==> config.mk <==
export PLATFORM = sky130hd
export DESIGN_NAME = xeng_acc_ctrl
export DESIGN_NICKNAME = d
export VERILOG_FILES = /design/src/rtl/xeng_pkg.sv /design/src/rtl/xeng_dump_timer.sv /design/src/rtl/xeng_acc_ctrl.sv
export SDC_FILE = /design/constraint.sdc
export NUM_CORES = 1
export LEC_CHECK = 0
export ABC_AREA = 1
export CAP_MARGIN = 40
export CORE_MARGIN = 4
export CORE_UTILIZATION = 59
export CTS_CLUSTER_DIAMETER = 50
export DETAILED_ROUTE_END_ITERATION = 6
export PLACE_DENSITY_LB_ADDON = 0.2
export SETUP_SLACK_MARGIN = 0.02
export SYNTH_ARGS = -nofsm -noshare
export SYNTH_HDL_FRONTEND = slang
export SYNTH_SLANG_ARGS = --single-unit
==> constraint.sdc <==
create_clock -name clk -period 2.15 [get_ports clk]
set_input_delay 0.3225 -clock clk [delete_from_list [all_inputs] [get_ports clk]]
set_output_delay 0.3225 -clock clk [all_outputs]
set_load 0.03 [all_outputs]
==> src/rtl/xeng_pkg.sv <==
// Shared types and sizing helpers for the X-engine accumulation controller.
package xeng_pkg;

  typedef enum logic [1:0] {
    ST_IDLE,
    ST_ARM,
    ST_ACC
  } xeng_state_e;

  localparam int WIN_CNT_W  = 32;
  localparam int DROP_CNT_W = 16;

  function automatic int win_len(input int s);
    return 1 << s;
  endfunction

  function automatic int tmr_w(input int n, input int l);
    return $clog2(n + l + 1);
  endfunction

endpackage

==> src/rtl/xeng_dump_timer.sv <==
// Free-running dump timer: one start pulse yields a delayed burst of
// N_CMACS acc_valid cycles with acc_last on the final one.
module xeng_dump_timer
  import xeng_pkg::*;
#(
  parameter int N_CMACS         = 8,
  parameter int ACC_MUX_LATENCY = 2
) (
  input  logic clk,
  input  logic rst,
  input  logic i_start,
  output logic o_acc_valid,
  output logic o_acc_last,
  output logic o_active
);

  localparam int LAST = N_CMACS + ACC_MUX_LATENCY;
  localparam int TW   = tmr_w(N_CMACS, ACC_MUX_LATENCY);

  logic [TW-1:0] r_tmr;
  logic [TW-1:0] w_tmr_nxt;
  logic          r_active;
  logic          w_act_nxt;
  logic          r_valid;
  logic          r_last;

  // r_tmr holds the cycle offset from the scheduling en cycle
  always_comb begin
    w_tmr_nxt = '0;
    w_act_nxt = 1'b0;
    if (i_start) begin
      w_tmr_nxt = TW'(1);
      w_act_nxt = 1'b1;
    end else if (r_active && r_tmr != TW'(LAST)) begin
      w_tmr_nxt = r_tmr + 1'b1;
      w_act_nxt = 1'b1;
    end
  end

  always_ff @(posedge clk or posedge rst) begin
    if (rst) begin
      r_tmr    <= '0;
      r_active <= 1'b0;
      r_valid  <= 1'b0;
      r_last   <= 1'b0;
    end else begin
      r_tmr    <= w_tmr_nxt;
      r_active <= w_act_nxt;
      r_valid  <= w_act_nxt &&
                  w_tmr_nxt >= TW'(ACC_MUX_LATENCY + 1);
      r_last   <= w_act_nxt && w_tmr_nxt == TW'(LAST);
    end
  end

  assign o_acc_valid = r_valid;
  assign o_acc_last  = r_last;
  assign o_active    = r_active;

endmodule

==> src/rtl/xeng_acc_ctrl.sv <==
// X-engine accumulation controller: windowing FSM plus dump scheduling.
// Optional stats outputs enabled by defining XENG_ACC_CTRL_STATS_EN.
module xeng_acc_ctrl
  import xeng_pkg::*;
#(
  parameter int SERIAL_ACC_LEN_BITS = 7,
  parameter int N_CMACS             = 8,
  parameter int ACC_MUX_LATENCY     = 2
) (
  input  logic clk,
  input  logic rst,
  input  logic sync_in,
  input  logic en,
  output logic cmac_sync,
  output logic acc_valid,
  output logic acc_last,
  output logic busy
`ifdef XENG_ACC_CTRL_STATS_EN
  ,
  output logic [WIN_CNT_W-1:0]  win_cnt,
  output logic [DROP_CNT_W-1:0] drop_cnt
`endif
);

  localparam int S   = SERIAL_ACC_LEN_BITS;
  localparam int WIN = win_len(S);
  localparam logic [S-1:0] CNT_ONE = S'(1);

  if (N_CMACS + ACC_MUX_LATENCY > WIN) begin : g_len_chk
    $fatal(1, "xeng_acc_ctrl: dump does not fit in one window");
  end

  xeng_state_e  r_state;
  logic [S-1:0] r_cnt;
  logic         r_sync;
  logic         w_start;
  logic         w_active;

  assign w_start = (r_state == ST_ACC) && en && (r_cnt == '1);

  // sync_in re-arms from any state; a window completing on the same
  // cycle still schedules its dump through w_start
  always_ff @(posedge clk or posedge rst) begin
    if (rst) begin
      r_state <= ST_IDLE;
      r_cnt   <= '0;
      r_sync  <= 1'b0;
    end else begin
      r_sync <= 1'b0;
      if (sync_in) begin
        r_state <= ST_ARM;
        r_cnt   <= '0;
      end else begin
        case (r_state)
          ST_ARM: if (en) begin
            r_state <= ST_ACC;
            r_cnt   <= CNT_ONE;
            r_sync  <= 1'b1;
          end
          ST_ACC: if (en) begin
            r_cnt  <= r_cnt + 1'b1;
            r_sync <= (r_cnt == '0);
          end
          default: ;
        endcase
      end
    end
  end

  xeng_dump_timer #(
    .N_CMACS        (N_CMACS),
    .ACC_MUX_LATENCY(ACC_MUX_LATENCY)
  ) u_dump (
    .clk        (clk),
    .rst        (rst),
    .i_start    (w_start),
    .o_acc_valid(acc_valid),
    .o_acc_last (acc_last),
    .o_active   (w_active)
  );

  assign cmac_sync = r_sync;
  assign busy      = (r_state == ST_ACC) | w_active;

`ifdef XENG_ACC_CTRL_STATS_EN
  logic                  w_drop;
  logic [WIN_CNT_W-1:0]  r_win;
  logic [DROP_CNT_W-1:0] r_drop;

  assign w_drop = (r_state == ST_ACC) && sync_in &&
                  (r_cnt != '0) && !w_start;

  always_ff @(posedge clk or posedge rst) begin
    if (rst) begin
      r_win  <= '0;
      r_drop <= '0;
    end else begin
      if (acc_last && r_win != '1)
        r_win <= r_win + 1'b1;
      if (w_drop && r_drop != '1)
        r_drop <= r_drop + 1'b1;
    end
  end

  assign win_cnt  = r_win;
  assign drop_cnt = r_drop;
`endif

endmodule

Word-level counts from Yosys, hierarchy flattened:

Cells that the tools add are included.
W data, S select, Z words.

* eq/ne operators: 7
* add/sub/neg operators: 2
* mux-type cells: 15
* reductions and logical operators: 11
* magnitude comparators: 1
* bitwise gates (word level): 1

Operators by type and width (number)
* $mux W7: 3
* $pmux W7 S2: 1
* $mux W4: 2
* $add A7 B1 Y7 const B: 1
* $eq A7 B7 Y1 const B: 1
* $logic_not A7 Y1: 1
* $mux W2: 3
* $ne A3 B3 Y1 const B: 2
* $logic_and A1 B1 Y1: 5
* $mux W1: 5
* $add A4 B1 Y4 const B: 1
* $eq A4 B4 Y1 const B: 1
* $ge A4 B2 Y1 const B: 1
* $ne A4 B4 Y1 const B: 1
* $reduce_bool A2 Y1: 2
* $reduce_and A3 Y1: 1
* $reduce_bool A3 Y1: 1
* $eq A2 B1 Y1 const B: 1
* $eq A2 B2 Y1 const B: 1
* $pmux W1 S2: 1
* $reduce_and A2 Y1: 1
* $or A1 B1 Y1: 1

* input bits: 4
* register bits: 17
* word-level logic and storage cells: 44
* output and inout port bits: 4

Longest topological paths before layout:

* depth after elaboration: 6
* gate-level depth with buffers: 9
* gate-level depth less buffers: 8

Modules after synthesis:

From an unflattened synthesis, not the netlist that was laid out.

* cells, all modules: 117
* area, all modules: 974.7 µm²

By module, submodules not included
* xeng_acc_ctrl: cells each 84, area an instance 624.3 µm², sequential area each 250.2 µm², times used 1
* xeng_dump_timer: cells each 33, area an instance 350.3 µm², sequential area each 175.2 µm², times used 1

Least setup slack after synthesis:

Ideal clock, no wire load.

* path type: register to output
* start point: reg r_state[0]
* end point: out busy
* data required time: 1.827 ns
* path buffers: 0
* slack: 0.897 ns
* cell stages (with the launch flop): 4
* arrival time: 0.930 ns
* cell sequence: dfrtp_1 > inv_1 > ha_1 > or2_2

* cells in the longest elaborated chain, start to end: 2

RTL lines
* start, declared: RTL line xeng_acc_ctrl.sv:33 `xeng_state_e r_state;`
* start signal, assigned: RTL line xeng_acc_ctrl.sv:45 `r_state <= ST_IDLE;`
* start signal, assigned: RTL line xeng_acc_ctrl.sv:51 `r_state <= ST_ARM;`
* start signal, assigned: RTL line xeng_acc_ctrl.sv:56 `r_state <= ST_ACC;`
* $eq A2 B2 Y1: RTL line xeng_acc_ctrl.sv:83 `assign busy = (r_state == ST_ACC) | w_active;`
* $or A1 B1 Y1: RTL line xeng_acc_ctrl.sv:83
* end, declared: RTL line xeng_acc_ctrl.sv:17 `output logic busy`

Every way passes these cells.

Final worst setup path:

Ends and elaborated chain as after synthesis.

==> results.md <==
| Stage | Quantity | Reported |
|---|---|---|
| outcome | Run status | finished clean |
| sta | Unrepaired setup endpoints after global routing | false |
| power and ir drop | Worst vdd ir | 354 µV |
| grt | Overall routing resource usage | 14.4% |
| clock network | Number of sinks handled by clock tree synthesis | 17 |
| route | Count of nets left with antenna violations after detail routing | 0 |
| grt | Met3 demand-to-capacity share in global routing | 3.07% |
| synthesis | Cell accounting for the most synthesized area | dfrtp_1 |
| sta | Final slew viol count | 0 |
| finish | Fraction of layout instances using a drive strength above 1 | 14.7% |
| grt | GR Layer Usage met1 | 17.4% |
| clock network | Number of clock buffers inserted by TritonCTS | 3 |
| finish | Fill cells | 124 |
| setup path | Kind of end point of the critical path | output pin |
| route | Via Count | 741 |
| route | Count of TritonRoute iterations in the first routing pass | 4 |
| setup path | Crit Path Max Fanout | 3 |
| finish | Post-route design area | 1080 µm² |
| grt | GRT overflow | 0 |
| synthesis | Average cell area after synthesis | 8.14 µm² |
| sta | Accumulated negative setup slack | 0 ns |
| sta | Post-route worst hold slack | 0.406 ns |
| grt | First-pass GRT wire length | 2730 µm |
| placement | Standard cell area after detailed placement | 1050 µm² |
| synthesis | Register area share after synthesis | 43.9% |
| placement | Post-Place Cells | 141 |
| sta | Portion of the clock cycle consumed by the worst path in the final layout | 81.9% |
| synthesis | Synthesized-area fraction occupied by ao, oa, aoi and oai cells | 6.46% |
| clock network | Clock-pin slew reported for the worst setup and hold paths after clock tree synthesis | 0.10 ns |
| sta | Worst setup margin | 0.390 ns |
| sta | Fmax | 0.568 GHz |
| die | Die outline width | 48.5 µm |
| sta | Worst slew margin relative to its limit | 58.4% |
| finish | Filler-free cell count of the finished design | 145 |
| die | Die area | 2350 µm² |
| route | Vias per inst | 5.11 |
| sta | Final worst clock skew | 0.00346 ns |
| setup path | WP data arrival | 1.44 ns |
| synthesis | Most repeated cell in the gate-level netlist after synthesis | nand2_1 |
| synthesis | Dominant synthesized flop cell | dfrtp_1 |
| sta | Number of setup violations in the final report | 0 |
| placement | DP Worst Slack | 0.357 ns |
| grt | Busiest layer in global routing | met2 |
| power and ir drop | Overall power consumption | 0.556 mW |
| sta | Clock period minus final worst setup slack | 1.76 ns |
| finish | Growth of design area from synthesis to finish | 11.2% |
| synthesis | Synthesized netlist net count | 129 |
| clock network | Clock tree from TritonCTS | yes |
| flow run | Maxcap violations | 0 |
| power and ir drop | Pwr Density | 516 nW/µm² |
| synthesis | Xor/xnor cell area share of the yosys netlist | 0% |
| worst hold path | Path type of the worst min-delay path | input pin to asynchronous set/reset pin |
| finish | Diodes inserted | 0 |
| synthesis | Number of enable flip-flop cells after synthesis | 0 |
| synthesis | Post-synthesis adder-cell area fraction | 7.75% |
| synthesis | Share of cell area taken by muxes after synthesis | 0% |
| finish | Number of nets in the final layout | 140 |
| synthesis | Top post-synthesis cells by area | dfrtp_1 (44%), nand2_1 (9.7%), inv_1 (8.9%) |
| synthesis | Total standard cell area after synthesis | 968 µm² |
| clock network | Buffer depth of the longest clock path | 2 |
| sta | Actual transition at the worst max-transition pin | 0.623 ns |
| sta | Hold Vio Cnt, Final | 0 |
| synthesis | Ys async rst share | 100% |
| clock network | Total number of H-tree levels | 1 |
| placement | Placer's final routability congestion estimate | 0.865 |
| synthesis | Most common library cells after synthesis | nand2_1 (25), inv_1 (23), dfrtp_1 (17) |
| die | Die Span Y | 48.5 µm |
| clock network | Buffer cell driving the clock tree root | clkbuf_4 |
| route | Residual DRC count | 0 |
| synthesis | Synthesized instance count | 119 |
| setup path | Worst EP required | 1.83 ns |
| die | Total number of placement rows | 14 |
| grt | Pin count of the biggest net entering global routing | 18 |
| die | Starting density of the core | 63.5% |
| synthesis | Top-area cell type share of the netlist area | 43.9% |
| die | Top-level I/O count | 8 |
| clock network | Hold-fix buffer count after cts | 0 |
| synthesis | Number of distinct library cell variants in the gate-level netlist after synthesis | 20 |
| clock network | Latest clock arrival within the worst-skew pair | 0.28 ns |
| placement | Count of input and output buffers | 7 |
| die | Area of the core region | 1520 µm² |
| setup path | Worst setup SP type | register |
| route | Final routed wire length divided by cell count | 10.8 µm |
| synthesis | Number of warning messages in the yosys log | 0 |
| synthesis | Simple-gate share of the synthesized area | 31.0% |
| placement | HPWL reported at the end of detailed placement | 1220 µm |
| synthesis | Largest family of logic cells by synthesized area | simple AND/OR/NAND/NOR gates |
| grt | Global routing met2 resource utilization | 24.8% |
| route | Violation count after the first detailed-routing iteration | 13 |
| synthesis | Synthesized flop and latch total | 17 |
| setup path | Setup CP Type | register to output pin |
| finish | Post-layout utilization of the core | 70.7% |
| grt | Vias in the first global route | 671 |
| route | Final wirelength | 1560 µm |
| clock network | # Post-CTS Setup Buffers | 0 |
| power and ir drop | Leakage power | 0.588 nW |
| grt | Antenna violations before repair | 0 |
sequential cells by signal, indices dropped and copies added, names as in the netlist:
register and count:
cmac_sync 1, r_cnt 7, r_state 2, u_dump.o_acc_last 1, u_dump.o_acc_valid 1, u_dump.o_active 1
u_dump.r_tmr 4
critical path: stages, from the launching register on:
cell and delay (ns):
dfrtp_1 0.37, inv_1 0.06, ha_1 0.21, or2_2 0.28
dlymetal6s2s_1 0.25
cell families (layout without fill, tap and decap cells):
group | Yosys count | count (layout)
compound gates | 12 | 12
fa+ha+maj | 6 | 6
buf+inv | 26 | 36
flops | 17 | 17
simple gates | 58 | 58
routing by layer:
layer  up-vias  wire length [µm]
met1       344               714
met5         -                 0
met4         0                14
li1        387                 -
met2         8               793
met3         2                42
report_power, final:
part | internal (mW) | total (mW) | leakage, nW | switching, mW
sequential | 0.326 | 0.331 | 0.232 | 0.00417
clock | 0.0690 | 0.164 | 0.0177 | 0.0953
combinational | 0.0224 | 0.0611 | 0.339 | 0.0387
total | 0.418 | 0.556 | 0.588 | 0.138
worst paths after layout:
check,start,to,slack [ns],cells after the start
max reg2reg,r_state[0]$_DFFE_PP0P_,r_cnt[4]$_DFFE_PP0P_,0.73,8
max in group asynchronous,rst,r_cnt[0]$_DFFE_PP0P_,1.34,2
min,rst,u_dump.r_tmr[3]$_DFF_PP0_,0.41,2
min in group clk,r_state[1]$_DFFE_PP0P_,r_state[1]$_DFFE_PP0P_,0.57,2
min reg2reg,r_state[1]$_DFFE_PP0P_,r_state[1]$_DFFE_PP0P_,0.57,2
max,r_state[0]$_DFFE_PP0P_,busy,0.39,4
area by class of cell:
type	count	area [µm²]	area share [%]
clock buffers	3	22.5	2.09
multi-input cells	76	438	40.7
repair buffers	7	72.6	6.74
clock inverters	1	5.00	0.465
flip-flops and latches	17	425	39.5
inverters	25	93.8	8.71
well taps	16	20.0	1.86
layout by cell type (no fill, tap or decap), types with 4 or more instances in the layout:
cell type / instances
nand2_2: 4
dfrtp_1: 17
clkdlybuf4s50_1: 6
nand2_1: 25
o21ai_1: 6
inv_1: 23
ha_1: 6
nor2_1: 7
a21oi_1: 4
nand3_1: 9
what timing repair did:
action,in CTS,in global routing
hold endpoints to repair,0,0
resized for setup,0,1
setup endpoints to repair,0,1
Power figures use the tool's default switching activity.
